`src/rtl/mmu_context_loader.sv`:
```
// Context-switch sequencer: fetches a {lower, upper} descriptor from the process table,
// validates it, and programs one MMU segment entry. Optional macro: MMU_LOADER_TIMEOUT_EN.
module mmu_context_loader #(
  parameter int NUM_SEGMENTS   = 11,
  parameter int ADDR_WIDTH     = 26,
  parameter int TIMEOUT_CYCLES = 255
) (
  input  logic                  clk,
  input  logic                  reset,
  input  logic                  start,
  input  logic [15:0]           pid,
  input  logic [ADDR_WIDTH-1:0] table_base,
  output logic                  mem_re,
  output logic [ADDR_WIDTH-1:0] mem_addr,
  input  logic [31:0]           mem_rdata,
  input  logic                  mem_valid,
  output logic                  mmu_we,
  output logic [15:0]           mmu_sel,
  output logic [31:0]           mmu_lower,
  output logic [31:0]           mmu_upper,
  output logic                  busy,
  output logic                  done,
  output logic                  error,
  output logic [1:0]            err_code
);

  typedef enum logic [2:0] {
    S_IDLE, S_CHECK_PID, S_RD_LO, S_RD_HI, S_VALIDATE, S_WRITE, S_DONE
  } state_t;

  localparam logic [16:0] NSEG = 17'(NUM_SEGMENTS);

  if (NUM_SEGMENTS < 1 || NUM_SEGMENTS > 65536 || TIMEOUT_CYCLES < 1) begin : g_param_check
    $error("mmu_context_loader: illegal parameter value");
  end

  state_t                  state_reg, state_next;
  logic [15:0]             pid_reg;
  logic [ADDR_WIDTH-1:0]   base_reg;
  logic [31:0]             lower_reg, upper_reg;
  logic [15:0]             sel_reg;
  logic [31:0]             mmu_lower_reg, mmu_upper_reg;
  logic                    error_reg, error_next;
  logic [1:0]              err_code_reg, err_code_next;
  logic [ADDR_WIDTH-1:0]   entry_addr;
  logic                    pid_ok;
  logic                    timeout_hit;

  // Each descriptor is two words; the sum wraps silently at ADDR_WIDTH.
  assign entry_addr = base_reg + ADDR_WIDTH'({pid_reg, 1'b0});
  assign pid_ok     = ({1'b0, pid_reg} < NSEG);

`ifdef MMU_LOADER_TIMEOUT_EN
  localparam int CNT_W = ($clog2(TIMEOUT_CYCLES + 1) > 8) ? $clog2(TIMEOUT_CYCLES + 1) : 8;
  logic [CNT_W-1:0] wait_cnt_reg;
  logic             in_read;

  assign in_read = (state_reg == S_RD_LO) || (state_reg == S_RD_HI);

  // Restarts on every entry into a read state because any state change clears it.
  always_ff @(posedge clk or posedge reset) begin
    if (reset)
      wait_cnt_reg <= '0;
    else if (in_read && (state_next == state_reg) && !mem_valid)
      wait_cnt_reg <= wait_cnt_reg + CNT_W'(1);
    else
      wait_cnt_reg <= '0;
  end

  assign timeout_hit = !mem_valid && (wait_cnt_reg == CNT_W'(TIMEOUT_CYCLES - 1));
`else
  assign timeout_hit = 1'b0;
`endif

  always_ff @(posedge clk or posedge reset) begin
    if (reset)
      state_reg <= S_IDLE;
    else
      state_reg <= state_next;
  end

  always_comb begin
    state_next    = state_reg;
    mem_re        = 1'b0;
    mem_addr      = '0;
    mmu_we        = 1'b0;
    busy          = 1'b1;
    done          = 1'b0;
    error_next    = 1'b0;
    err_code_next = err_code_reg;
    case (state_reg)
      S_IDLE: begin
        busy = 1'b0;
        if (start) begin
          state_next    = S_CHECK_PID;
          err_code_next = 2'd0;
        end
      end
      S_CHECK_PID: begin
        if (!pid_ok) begin
          state_next    = S_IDLE;
          error_next    = 1'b1;
          err_code_next = 2'd1;
        end else begin
          state_next = S_RD_LO;
        end
      end
      S_RD_LO, S_RD_HI: begin
        mem_re   = 1'b1;
        mem_addr = (state_reg == S_RD_HI) ? entry_addr + ADDR_WIDTH'(1) : entry_addr;
        if (mem_valid) begin
          state_next = (state_reg == S_RD_HI) ? S_VALIDATE : S_RD_HI;
        end else if (timeout_hit) begin
          state_next    = S_IDLE;
          error_next    = 1'b1;
          err_code_next = 2'd3;
        end
      end
      S_VALIDATE: begin
        if (lower_reg > upper_reg) begin
          state_next    = S_IDLE;
          error_next    = 1'b1;
          err_code_next = 2'd2;
        end else begin
          state_next = S_WRITE;
        end
      end
      S_WRITE: begin
        mmu_we     = 1'b1;
        state_next = S_DONE;
      end
      S_DONE: begin
        done       = 1'b1;
        state_next = S_IDLE;
      end
      default: state_next = S_IDLE;
    endcase
  end

  // MMU-facing values are loaded only on the way into WRITE so they hold between writes.
  always_ff @(posedge clk or posedge reset) begin
    if (reset) begin
      pid_reg       <= '0;
      base_reg      <= '0;
      lower_reg     <= '0;
      upper_reg     <= '0;
      sel_reg       <= '0;
      mmu_lower_reg <= '0;
      mmu_upper_reg <= '0;
      error_reg     <= 1'b0;
      err_code_reg  <= 2'd0;
    end else begin
      if (state_reg == S_IDLE && start) begin
        pid_reg  <= pid;
        base_reg <= table_base;
      end
      if (state_reg == S_RD_LO && mem_valid)
        lower_reg <= mem_rdata;
      if (state_reg == S_RD_HI && mem_valid)
        upper_reg <= mem_rdata;
      if (state_reg == S_VALIDATE && state_next == S_WRITE) begin
        sel_reg       <= pid_reg;
        mmu_lower_reg <= lower_reg;
        mmu_upper_reg <= upper_reg;
      end
      error_reg    <= error_next;
      err_code_reg <= err_code_next;
    end
  end

  assign mmu_sel   = sel_reg;
  assign mmu_lower = mmu_lower_reg;
  assign mmu_upper = mmu_upper_reg;
  assign error     = error_reg;
  assign err_code  = err_code_reg;

endmodule

```
`config.mk`:
```
export PLATFORM = sky130hd
export DESIGN_NAME = mmu_context_loader
export DESIGN_NICKNAME = d
export VERILOG_FILES = /design/src/rtl/mmu_context_loader.sv
export SDC_FILE = /design/constraint.sdc
export NUM_CORES = 1
export LEC_CHECK = 0
export CAP_MARGIN = 20
export CORE_MARGIN = 1
export CORE_UTILIZATION = 55
export CTS_BUF_LIST = sky130_fd_sc_hd__clkbuf_4 sky130_fd_sc_hd__clkbuf_8
export CTS_CLUSTER_DIAMETER = 40
export DETAILED_ROUTE_END_ITERATION = 10
export PLACE_DENSITY = 0.85
export SETUP_SLACK_MARGIN = 0.4
export SLEW_MARGIN = 20
export SYNTH_ARGS = -nofsm -noshare
export SYNTH_HDL_FRONTEND = slang
export SYNTH_SLANG_ARGS = --single-unit
```
`constraint.sdc`:
```
create_clock -name clk -period 16 [get_ports clk]
set_input_delay 1.6 -clock clk [delete_from_list [all_inputs] [get_ports clk]]
set_output_delay 1.6 -clock clk [all_outputs]
set_load 0.02 [all_outputs]
```
# Word level (Yosys, flattened, before mapping)
# Cells that the tools add are included.
[word_totals]
regBits = 192
wordCells = 51
[op_classes]
n_lt_le_gt_ge = 2
n_addsub = 2
n_reduce_logical = 8
n_eq_ne = 10
n_mux = 19
[op_table]
columns = ["op", "count"]
rows = [
  ["26-bit 2-to-1 mux", 2],
  ["32-bit > comparator", 1],
  ["26-bit by 1-bit adder with 26-bit output, second input constant", 1],
  ["26-bit by 17-bit adder with 26-bit output", 1],
  ["16-bit by 4-bit < comparator with 1-bit output, second input constant", 1],
  ["3-bit one-hot mux with 5 select lines", 1],
  ["3-bit equality test, second input constant", 4],
  ["3-bit 2-to-1 mux", 4],
  ["2-bit 2-to-1 mux", 4],
  ["3-bit by 2-bit equality test with 1-bit output, second input constant", 2],
  ["1-bit 2-to-1 mux", 6],
  ["2-bit inequality test, second input constant", 3],
  ["2-bit one-hot mux with 3 select lines", 1],
  ["1-bit logical AND", 4],
  ["4-bit AND reduction", 1],
  ["3-bit by 1-bit equality test with 1-bit output, second input constant", 1],
  ["3-bit logical NOT", 1],
  ["3-bit nonzero test", 1],
  ["1-bit one-hot mux with 2 select lines", 1],
  ["2-bit OR reduction", 1],
]

# Longest topological paths before layout
[logic_depth]
depth_word = 6
mapped_depth = 13
mapped_depth_nobuf = 12

# Worst setup path after synthesis
# Ideal clock, no wire load.
[synth_timing]
path_type = "register to output"
start = "register pid_reg[0]"
end = "output port mem_addr[23]"
arrival_ns = 3.503
stages_incl_launch_ff = 13
required_time_ns = 14.400
setup_slack_ns = 10.897
path_buffers = 0
cell_sequence = "dfrtp_1 -> ha_1 -> inv_1 -> fa_1 -> and2b_1 -> o31ai_1 -> a2111o_1 -> and3_1 -> a311oi_2 -> nand4_2 -> or3_1 -> o21a_1 -> nor3_1"
[synth_via]
elab_chain_cells = 4
[synth_rtl]
columns = ["item", "line", "text"]
rows = [
  ["from (decl)", "38", "logic [15:0] pid_reg;"],
  ["from (signal assigned)", "154", "pid_reg <= pid;"],
  ["26-bit by 17-bit adder with 26-bit output (*)", "50", "assign entry_addr = base_reg + ADDR_WIDTH'({pid_reg, 1'b0});"],
  ["26-bit by 1-bit adder with 26-bit output", "110", "mem_addr = (state_reg == S_RD_HI) ? entry_addr + ADDR_WIDTH'(1) : entry_addr;"],
  ["26-bit 2-to-1 mux (*)", "110", ""],
  ["26-bit 2-to-1 mux (*)", "91", "case (state_reg)"],
  ["to (decl)", "14", "output logic [ADDR_WIDTH-1:0] mem_addr,"],
]
# Every way passes the cells marked *; elsewhere a longest branch is shown, timed or not.

# Worst setup path in the final report
[layout_timing]
start = "register pid_reg[0]"
end = "output port mem_addr[25]"
# Same word-level chain as after synthesis.

==> summary.md <==
| Metric | Value |
|---|---|
| Outcome | `finished, final reports clean` |
| Detailed-placement wirelength estimate | `17.33 mm` |
| Static Leakage | `approximately 5.5 nW` |
| Worst Setup SP | `pid_reg[0]` |
| Top area cells in the synthesized netlist | `sky130_fd_sc_hd__dfrtp_1 (49%), sky130_fd_sc_hd__mux2_2 (21%), sky130_fd_sc_hd__ha_1 (6.2%), sky130_fd_sc_hd__xnor2_1 (1.9%), sky130_fd_sc_hd__a21o_1 (1.8%)` |
| Cell chain of the critical path | `ha_1, inv_1, fa_1, and2b_1, o31ai_1, a2111o_1, and3_1, a311oi_2, nand4_2, nor4_1, nand3b_1, mux2i_1, clkdlybuf4s50_1` |
| Number of synthesized flops with an enable pin | `0` |
| Starting utilization of the core area | `56.60%` |
| Grt total ovfl | `0` |
| Critical path's slowest cell | `sky130_fd_sc_hd__clkdlybuf4s50_1` |
| Cell Rows | `48` |
| Cell taking the most area after synthesis | `sky130_fd_sc_hd__dfrtp_1` |
| Clock buffer depth | `2` |
| Number of gates resized after CTS | `0` |
| Share of synthesized flip-flops with an asynchronous set or reset | `100.0%` |
| Vertical die dimension | `between 100 and 150 µm` |
| Transition time at the pin with the least slew margin | `approximately 1.0 ns` |
| Wire per inst | `between 15 and 20 µm` |
| Post-Syn Area | `9858 µm²` |
| HP Start | `err_code[1]` |
| H-Tree Level Count | `4` |
| Post-detailed-routing wire length | `~24 mm` |
| Yosys reg bits | `~190` |
| Setup repair bufs after CTS | `0` |
| Setup slack at placement | `10.30 ns` |
| Clock tree from TritonCTS | `done` |
| RSZ-0062 raised after global routing | `false` |
| Unique cell type count in the Yosys netlist | `61` |
| Final weighted congestion of routability-driven global placement | `0.9030` |
| Vias/cell | `5.649` |
| Minimum period implied by the final worst setup slack | `between 6 and 7 ns` |
| Setup clock skew after layout | `0.01903 ns` |
| Pin count of the biggest net entering global routing | `133` |
| Buf/Inv on CP | `2` |
| Primary flip-flop cell chosen by synthesis mapping | `sky130_fd_sc_hd__dfrtp_1` |
| Horizontal die dimension | `around 140 µm` |
| Syn avg cell area | `11.76 µm²` |
| Final Setup Violations | `0` |
| Sum of negative setup slack | `0 ns` |
| Worst-case headroom to the max-slew limit | `a little under a third` |
| Number of maximum-capacitance violations | `0` |
| Buffers on Ports | `190` |
| Crit end category | `output port` |
| Maximum cell stage delay along the critical path | `just over 0.6 ns` |
| Clock Sink Count | `around 190` |
| First drt pass iteration count | `5` |
| Source of the worst register-to-register timing path | `upper_reg[1]` |
| Worst VDD drop | `115.7 µV` |
| Global-route wire length before repair | `between 30 and 40 mm` |
| Area fraction of the dominant cell type after synthesis | `48.74%` |
| Boundary Pins | `191` |
| Endpoints failing hold | `0` |
| Area enclosed by the die boundary | `around 18000 µm²` |
| Placeable core area | `approximately 17000 µm²` |
| Design Power | `around 2.8 mW` |
| Share of the cycle needed by the critical path after routing | `between 30% and 40%` |
| Count of routing violations after the opening detailed-route iteration | `529` |
| # hold bufs at CTS | `0` |
| Arrival time at the worst endpoint | `4.63 ns` |
| Vias in the first global route | `around 7300` |
| Maximum operating frequency | `~0.16 GHz` |
| Fraction of layout instances using a drive strength above 1 | `a little under a quarter` |
| Count of vias placed by the detailed router | `roughly 7100` |
| Worst skew pair latency | `approximately 0.47 ns` |
| Sort of element at the start of the critical path | `register` |
| Filler cell count | `roughly 1200` |
| Pwr dens | `around 220 nW/µm²` |
| Syn Inst Count | `~840` |
| Largest delay share family, worst path | `simple AND/OR/NAND/NOR gates` |
| Min Hold Slack | `between 0.4 and 0.5 ns` |
| Critical Path Fanout Max | `5` |
| # diodes | `0` |
| Critical path data required time | `between 10 and 15 ns` |
| Number of warnings printed during yosys synthesis | `0` |
| Layout-stage area growth over the synthesis result | `25.42%` |
| Min-delay worst type | `register to register` |
| GRT Total Usage | `around a quarter` |
| Root cell of the clock tree | `sky130_fd_sc_hd__clkbuf_8` |
| Worst setup path category | `register to output port` |
| Sequential fraction of the synthesis area | `48.74%` |
| Reg clk slew, reported paths | `roughly 0.11 ns` |
| Initial antenna violation count | `1` |
| DRC errors left | `0` |
| Smallest setup slack after layout | `9.773 ns` |
| Fin util | `70.99%` |
| Net Count, Synth | `a little under 1000` |
| Antenna-violating nets left | `0` |
| Final number of max-transition violations | `0` |
| Number of nets at the end of the flow | `approximately 1100` |
| Number of buffers added by the clock tree synthesis step | `17` |
## logic make-up (layout without fill, tap and decap cells)
family                   after synthesis  after routing  share of synthesized area [%]
AO/OA/AOI/OAI                        125            125                          8.529
adder cells (fa/ha/maj)               50             50                          6.422
XOR/XNOR                              36             36                          3.198
flip-flops                           192            192                          48.74
AND/OR/NAND/NOR                      175            175                          9.278
buffers and inverters                 78            273                          3.071
multiplexers                         182            182                          20.76
## cell usage after synthesis, types with 4 or more instances
library cell,instances
sky130_fd_sc_hd__o21a_1,6
sky130_fd_sc_hd__nand3_1,16
sky130_fd_sc_hd__nand2_1,39
sky130_fd_sc_hd__and3_1,10
sky130_fd_sc_hd__nor2b_1,4
sky130_fd_sc_hd__a21o_1,24
sky130_fd_sc_hd__nand4_1,13
sky130_fd_sc_hd__nor2_1,36
sky130_fd_sc_hd__buf_2,5
sky130_fd_sc_hd__a211oi_1,6
sky130_fd_sc_hd__buf_1,7
sky130_fd_sc_hd__nor4_1,10
sky130_fd_sc_hd__and2_1,5
sky130_fd_sc_hd__clkbuf_1,20
sky130_fd_sc_hd__a21oi_1,30
sky130_fd_sc_hd__a31oi_1,4
sky130_fd_sc_hd__inv_1,44
sky130_fd_sc_hd__xnor2_1,21
sky130_fd_sc_hd__nor3b_1,4
sky130_fd_sc_hd__mux2_2,180
sky130_fd_sc_hd__xor2_1,15
sky130_fd_sc_hd__or3_1,6
sky130_fd_sc_hd__ha_1,49
sky130_fd_sc_hd__nor3_1,11
sky130_fd_sc_hd__o21ai_0,25
sky130_fd_sc_hd__dfrtp_1,192
sky130_fd_sc_hd__o211ai_1,4
## routing by layer
metal / vias to the layer above / GRT usage, % / wire (µm)
li1: 3375 / - / -
met1: 3497 / 33.77 / 10360
met2: 199 / 44.27 / 11280
met3: 34 / 6.823 / 1547
met4: 2 / 7.593 / 382
met5: - / 0 / 12
## where the power goes
part           total, mW  internal [mW]  switching (mW)
registers          0.875          0.700           0.175
logic               1.59          0.746           0.842
clock network      0.312          0.118           0.194
total               2.78           1.56            1.21
## layout make-up
| cell class | count | area [µm²] | area share (%) |
|---|---|---|---|
| timing repair buffer | 196 | 1947 | 15.75 |
| inverter | 45 | 176.4 | 1.427 |
| tap | 225 | 281.5 | 2.277 |
| sequential | 192 | 4805 | 38.86 |
| multi-input combinational | 568 | 4770 | 38.58 |
| clock inverter | 14 | 143.9 | 1.164 |
| clock buffer | 18 | 241.5 | 1.953 |
## path summary, 6_finish.rpt
| path | end | slack (ns) | depth (start not counted) |
|---|---|---|---|
| worst max-delay path | mem_addr[25] | 9.77 | 13 |
| worst min-delay path | err_code[1] | 0.50 | 1 |
| worst max register to register | mmu_sel[10] | 12.47 | 12 |
| worst min register to register | err_code[1] | 0.50 | 1 |
| max in group asynchronous | lower_reg[24] | 12.95 | 3 |
| min in group asynchronous | base_reg[20] | 1.71 | 2 |
## cells in the final DEF (no fill, tap or decap), types with 10 or more instances in the layout
cell type / count
sky130_fd_sc_hd__nor3_1: 11
sky130_fd_sc_hd__a21o_1: 24
sky130_fd_sc_hd__ha_1: 49
sky130_fd_sc_hd__nand3_1: 16
sky130_fd_sc_hd__clkdlybuf4s50_1: 190
sky130_fd_sc_hd__mux2_2: 180
sky130_fd_sc_hd__clkbuf_8: 17
sky130_fd_sc_hd__a21oi_1: 30
sky130_fd_sc_hd__nor2_1: 35
sky130_fd_sc_hd__xnor2_1: 21
sky130_fd_sc_hd__nand2_1: 39
sky130_fd_sc_hd__and3_1: 10
sky130_fd_sc_hd__xor2_1: 15
sky130_fd_sc_hd__nor4_1: 10
sky130_fd_sc_hd__nand4_1: 13
sky130_fd_sc_hd__dfrtp_1: 192
sky130_fd_sc_hd__inv_1: 43
sky130_fd_sc_hd__o21ai_0: 25
## through the flow
stage | cell area [µm²] | instances
after floorplan | 9858 | 838
after global placement | 11980 | 1226
after detailed placement | 11980 | 1226
after CTS | 12360 | 1258
after global routing | 12360 | 1258
final | 12360 | 1258
(Power assumes the default switching activity.)
